==> src/rtl/fwd_hazard_unit.sv <==
// Operand forwarding and load-use interlock for the ID stage of the MIPS pipeline.
// Latency: registered on the falling clk edge, so outputs are valid for the next rising edge.
// Backpressure: stall holds decode until every matched producer is ready; flush aborts the slot.
module fwd_hazard_unit #(
    parameter int DATA_W    = 32,
    parameter int REG_W     = 5,
    parameter int NSRC      = 2,
    parameter int NSTAGE    = 3,
    parameter int MAX_STALL = 7
) (
    input  logic                     clk,
    input  logic                     rst,
    input  logic                     flush,
    input  logic [NSRC-1:0]          src_rena,
    input  logic [NSRC*REG_W-1:0]    src_addr,
    input  logic                     hi_req,
    input  logic                     lo_req,
    input  logic [NSTAGE-1:0]        st_wena,
    input  logic [NSTAGE*REG_W-1:0]  st_rdc,
    input  logic [NSTAGE-1:0]        st_ready,
    input  logic [NSTAGE*DATA_W-1:0] st_data,
    input  logic [NSTAGE-1:0]        st_hi_wena,
    input  logic [NSTAGE-1:0]        st_lo_wena,
    input  logic [NSTAGE*DATA_W-1:0] st_hi_data,
    input  logic [NSTAGE*DATA_W-1:0] st_lo_data,
    output logic                     stall,
    output logic [NSRC-1:0]          fwd_valid,
    output logic [NSRC*DATA_W-1:0]   fwd_data,
    output logic                     hi_fwd,
    output logic                     lo_fwd,
    output logic [DATA_W-1:0]        hi_data,
    output logic [DATA_W-1:0]        lo_data,
    output logic [7:0]               stall_cnt,
    output logic                     timeout_err
);

    localparam logic       S_IDLE  = 1'b0;
    localparam logic       S_STALL = 1'b1;
    localparam logic [7:0] MAX_C   = 8'(MAX_STALL);

    logic                   state;
    logic [NSRC-1:0]        pending;
    logic [NSRC-1:0]        hit;
    logic [NSRC-1:0]        rdy;
    logic [NSRC-1:0]        unres;
    logic [NSRC-1:0]        still;
    logic [NSRC*DATA_W-1:0] mdat;
    logic                   hi_hit;
    logic                   lo_hit;
    logic [DATA_W-1:0]      hi_mdat;
    logic [DATA_W-1:0]      lo_mdat;
    logic [7:0]             cnt_inc;

    // Scan oldest to youngest so the youngest matching stage wins, ready or not.
    always_comb begin
        hit     = '0;
        rdy     = '0;
        mdat    = '0;
        hi_hit  = 1'b0;
        lo_hit  = 1'b0;
        hi_mdat = '0;
        lo_mdat = '0;
        for (int i = 0; i < NSRC; i++) begin
            for (int s = NSTAGE - 1; s >= 0; s--) begin
                if (src_rena[i] && !hi_req && !lo_req &&
                    src_addr[i*REG_W +: REG_W] != '0 && st_wena[s] &&
                    st_rdc[s*REG_W +: REG_W] == src_addr[i*REG_W +: REG_W]) begin
                    hit[i] = 1'b1;
                    rdy[i] = st_ready[s];
                    mdat[i*DATA_W +: DATA_W] = st_data[s*DATA_W +: DATA_W];
                end
            end
        end
        for (int s = NSTAGE - 1; s >= 0; s--) begin
            if (hi_req && st_hi_wena[s]) begin
                hi_hit  = 1'b1;
                hi_mdat = st_hi_data[s*DATA_W +: DATA_W];
            end
            if (lo_req && st_lo_wena[s]) begin
                lo_hit  = 1'b1;
                lo_mdat = st_lo_data[s*DATA_W +: DATA_W];
            end
        end
    end

    assign unres   = hit & ~rdy;
    assign still   = pending & unres;
    assign cnt_inc = (stall_cnt == 8'hFF) ? stall_cnt : stall_cnt + 8'd1;

    always_ff @(negedge clk or negedge rst) begin
        if (!rst) begin
            state       <= S_IDLE;
            pending     <= '0;
            stall       <= 1'b0;
            fwd_valid   <= '0;
            fwd_data    <= '0;
            hi_fwd      <= 1'b0;
            lo_fwd      <= 1'b0;
            hi_data     <= '0;
            lo_data     <= '0;
            stall_cnt   <= '0;
            timeout_err <= 1'b0;
        end else if (flush) begin
            state     <= S_IDLE;
            pending   <= '0;
            stall     <= 1'b0;
            fwd_valid <= '0;
            hi_fwd    <= 1'b0;
            lo_fwd    <= 1'b0;
        end else begin
            hi_fwd  <= hi_hit;
            lo_fwd  <= lo_hit;
            hi_data <= hi_mdat;
            lo_data <= lo_mdat;
            if (state == S_IDLE) begin
                fwd_valid <= hit & rdy;
                for (int i = 0; i < NSRC; i++) begin
                    if (hit[i] && rdy[i]) fwd_data[i*DATA_W +: DATA_W] <= mdat[i*DATA_W +: DATA_W];
                end
                pending <= unres;
                if (|unres) begin
                    stall     <= 1'b1;
                    stall_cnt <= 8'd1;
                    state     <= S_STALL;
                    if (MAX_C <= 8'd1) timeout_err <= 1'b1;
                end else begin
                    stall <= 1'b0;
                end
            end else begin
                // Operands resolved on an earlier edge keep their latched value.
                for (int i = 0; i < NSRC; i++) begin
                    if (pending[i] && !unres[i]) begin
                        fwd_valid[i] <= hit[i];
                        if (hit[i]) fwd_data[i*DATA_W +: DATA_W] <= mdat[i*DATA_W +: DATA_W];
                    end
                end
                pending <= still;
                if (|still) begin
                    stall_cnt <= cnt_inc;
                    if (cnt_inc >= MAX_C) timeout_err <= 1'b1;
                end else begin
                    stall <= 1'b0;
                    state <= S_IDLE;
                end
            end
        end
    end

endmodule

==> config.mk <==
export PLATFORM = sky130hd
export DESIGN_NAME = fwd_hazard_unit
export DESIGN_NICKNAME = d
export VERILOG_FILES = /design/src/rtl/fwd_hazard_unit.sv
export SDC_FILE = /design/constraint.sdc
export NUM_CORES = 1
export LEC_CHECK = 0
export BUFFER_PORTS_ARGS = -buffer_cell sky130_fd_sc_hd__buf_2
export CAP_MARGIN = 15
export CORE_AREA = 2 2 182 184
export CTS_CLUSTER_DIAMETER = 30
export DETAILED_ROUTE_END_ITERATION = 6
export DIE_AREA = 0 0 184 186
export GPL_ROUTABILITY_DRIVEN = 0
export HOLD_SLACK_MARGIN = 0.05
export MAX_ROUTING_LAYER = met4
export PLACE_DENSITY = 0.51
export SLEW_MARGIN = 10
export SYNTH_ARGS = -nofsm -noshare
export SYNTH_HDL_FRONTEND = slang
export SYNTH_SLANG_ARGS = --single-unit
==> constraint.sdc <==
create_clock -name clk -period 2.5 [get_ports clk]
set_input_delay 0.5 -clock clk [delete_from_list [all_inputs] [get_ports clk]]
set_output_delay 0.5 -clock clk [all_outputs]
set_load 0.01 [all_outputs]
# Yosys cells after proc, flatten, opt, wreduce, memory -nomap -nowiden
# Cells that the tools add are included.
totals:
  ff_bits: 145
  inputBits: 332
  elab_cells: 134
  out_inout_bits: 142
classes:
  n_reduce_logical: 43
  n_lt_le_gt_ge: 1
  add_sub_neg: 1
  mux: 56
  n_bitwise: 5
  eq_ne: 15
ops:
  columns: ["operator", "count"]
  rows:
  - ["2-to-1 mux 32 bit", 18]
  - ["2-to-1 mux 64 bit", 1]
  - ["2-to-1 mux 8 bit", 4]
  - ["== test 5 bit", 6]
  - ["2-to-1 mux 1 bit", 29]
  - ["logical AND 1 bit", 28]
  - ["AND reduction 4 bit", 3]
  - ["inequality test 2 x 1 -> 1 bit, second input constant", 5]
  - ["nonzero test 5 bit", 2]
  - ["adder 8 x 1 -> 8 bit, second input constant", 1]
  - ["== test 8 bit, second input constant", 1]
  - ["greater-or-equal comparator 8 x 3 -> 1 bit, second input constant", 1]
  - ["2-to-1 mux 2 bit", 4]
  - ["AND 2 bit", 3]
  - ["inequality test 3 x 2 -> 1 bit, second input constant", 2]
  - ["nonzero test 2 bit", 3]
  - ["logical NOT 1 bit", 4]
  - ["OR reduction 2 bit", 2]
  - ["inequality test 3 bit, second input constant", 1]
  - ["AND reduction 3 bit", 1]
  - ["NOT 2 bit", 1]
  - ["NOT 1 bit", 1]

# Depth between registers and ports, before layout
logic_depth:
  depth_word: 16
  mapped_depth: 10
  ltp_nobuf: 8

==> run metrics <==
worst-case clock buffer depth=2; number of global-route vias before repair=10600; Crit path buffers/inverters=2; Setup WS post-layout=-1100 ps; Setup Crit Path Kind=input pin to flip-flop; Flop pwr share=37.7%; fraction of layout cells with a size suffix above 1=54.3%; core region area=32200 um2; Fin Hold WS=421 ps; R2R depth=7; Cell Count Post-Placement=1994; Max Cap Violations=0; FFs w/ async S/R, synth=100%; Ports=474; Post-Synthesis Net Count=1421; area delta synth->final=77.3%; DRT antenna net count=0; count of final setup violators=221; number of enable flip-flop cells after synthesis=0; worst endpoint data arrival time=2590 ps; HPWL after DPL=30200 um; worst-skew pair later-pin latency=410 ps; die area=34200 um2; pin count of the biggest net entering global routing=126; Clk pin slew, worst setup/hold paths=50 ps; Max H-tree Level=4; cts bufs inserted=17; number of cells on the critical path=9; nature of the critical path endpoint=flip-flop; Top Family by Delay on Critical Path=simple AND/OR/NAND/NOR gates; number of buffers inserted for hold repair after clock tree synthesis=0; die span in y=186 um; #FFs+latches synth=145; worst clock skew on the final layout=13.3 ps; average routed wire per standard cell=19.6 um; sequential element share of the synthesized area=41.3%; RSZ-0062 raised after global routing=true; Gate power share=26.0%; P_int=4880 uW; violated checks=negative setup slack; most frequently used flop master after synthesis=dfrtn_1; clk root buf=clkbuf_16; starting density of the core=27.3%; hold crit path type=flip-flop to flip-flop; global-route wire length before repair=61000 um; Psw=2150 uW; Vias=10800; post-synthesis cell type count=51; slew margin rel.=68.0%; critical path required time=1500 ps; initial antenna violation count=9; final instance count without filler cells=2135; clock net sink count=145; Post-Syn Area=8780 um2; post-synthesis average cell area=8.07 um2; first-pass detailed-route iteration total=7; Layout Nets=2035; Static Leakage=0.00751 uW; measured slew at the worst slew-check pin=481 ps; Power per Cell Area=452 nW/um2; Routed Wire Length=41900 um; Finished Cell Area=15600 um2; 1st-iter DRT viols=538; DRC viols=0; standard cell area after detailed placement=12900 um2; run status=finished, violations left; IO buf count=473; yosys synthesis warning count=0; Setup crit start kind=input pin; fraction of power consumed by the clock network=36.3%; Overflow after GRT=0; count of final max-slew check failures=0; peak fanout along the critical path=10; Mapped Cells=1088; number of rows in the core area=66; Largest stage delay, worst path=560 ps; Critical-path top delay cell=or4_4; ordered list of cells on the worst path=buf_6 > or4_4 > o211ai_4 > and4b_4 > a211oi_4 > nor2_1 > and2_4 > buf_12 > mux2_4; ratio of routed vias to standard cells=5.05; post-route core utilization=48.3%; clock tree from TritonCTS=built; total global-route track usage=24.3%; minimum setup slack after placement=-1540 ps; maximum vdd ir drop=0.454 mV; worst hold path cell count=2; Die X=184 um; final hold violations=0; net switching share of the total power=30.5%
through the flow:
step,setup TNS [ps],total power (uW)
after detailed placement,-164080,4210
after floorplan,-100920,3330
after global placement,-161660,4200
final,-106520,7030
after global routing,-115790,7380
after CTS,-108630,7010
worst register-to-register path: cells and delay by family, from the launching register on:
kind	cells	cell delay [ps]
adders and majority gates	1	200
DFF	1	400
and+or+nand+nor	2	450
buffers and inverters	1	190
AOI/OAI and AO/OA	3	880
layer usage:
layer  part of all wire (%)  vias to the layer above  track usage (%)  routed length, um
met4                    3.1                        0             9.34               1290
met3                    8.5                       80             6.38               3560
met5                      0                        -                -                  0
li1                       -                     5144                -                  -
met1                     39                     5068             27.7              16400
met2                     49                      489             40.9              20700
repair_timing:
| item | CTS | global route |
|---|---|---|
| pin swaps | 32 | 34 |
| cloned | 12 | 4 |
| gates resized for setup | 175 | 115 |
| endpoints found under the setup margin | 285 | 273 |
| setup buffers | 56 | 30 |
layout by cell type, fill, tap and decap left out, types with 5 or more instances in the layout:
cell type  instances
a22oi_2           66
a31oi_1           34
and2_4            10
and3_1             6
buf_12            26
buf_16             5
buf_2            384
buf_4            141
buf_6            110
buf_8              8
clkbuf_16         19
clkinv_4           5
dfrtn_1          145
diode_2           12
inv_1              7
mux2_4            30
nand2_1          212
nand2_2           13
nand2_4            8
nand3_1          104
nand4_1            8
nor2_1            43
nor2_4             5
nor3_1             5
o211ai_1           6
o21ai_0           30
o21ai_1          122
o21ai_2           45
or3_1              5
xnor2_1           20
xnor2_2            6
cells in the mapped netlist (6+ instances only):
cell | number | area share [%]
nand2_1 | 235 | 10
and3_1 | 6 | 0.43
o211ai_1 | 6 | 0.51
nand3_1 | 110 | 6.3
nor2_1 | 47 | 2.0
a31oi_1 | 34 | 2.4
o21ai_0 | 198 | 11
xnor2_1 | 26 | 2.6
dfrtn_1 | 145 | 41
clkbuf_1 | 82 | 3.5
a21oi_1 | 10 | 0.57
nor3_1 | 11 | 0.63
or3_1 | 6 | 0.43
nand4_1 | 8 | 0.57
inv_1 | 9 | 0.38
a22oi_1 | 66 | 5.6
mux2_4 | 30 | 5.1
state kept, by name, summed over array words and instances, names as in the netlist:
signal / flops
stall: 1
lo_data: 32
stall_cnt: 8
fwd_data: 64
hi_fwd: 1
hi_data: 32
timeout_err: 1
fwd_valid: 2
state: 1
pending: 2
lo_fwd: 1
logic make-up (layout without fill, tap and decap cells):
family                   after synthesis  after routing  share of synthesized area, %
XOR/XNOR                              30             30                          2.99
flip-flops                           145            145                          41.3
multiplexers                          32             32                          5.39
buffers and inverters                 99            718                          4.89
adder cells (fa/ha/maj)                1              1                         0.143
other                                  0             12                             0
AO/OA/AOI/OAI                        334            334                          22.7
AND/OR/NAND/NOR                      447            455                          22.6
area by class of cell:
class / count / area, um2
clock inverters: 12 / 124
repair buffers: 676 / 5050
multi-input cells: 852 / 5730
inverters: 10 / 37.5
diodes: 12 / 30.0
fillers: 3125 / 16600
flip-flops and latches: 145 / 3630
well taps: 408 / 510
clock buffers: 20 / 457
power groups by stage:
stage	Combinational, uW	Clock [uW]	Sequential [uW]
floorplan	572	0	2760
global route	1980	2720	2670
finish	1820	2550	2650
CTS	1730	2630	2660
detailed placement	1530	0	2670
global placement	1530	0	2670
final timing paths:
kind,startpoint,end,slack (ps)
max,src_addr[6],fwd_data[54],-1100
min,fwd_data[11],fwd_data[11],420
max reg2reg,stall_cnt[0],timeout_err,230
min reg2reg,fwd_data[11],fwd_data[11],420
max in group asynchronous,rst,hi_data[16],870
min in group asynchronous,rst,fwd_data[27],1110
(Power assumes the default switching activity.)
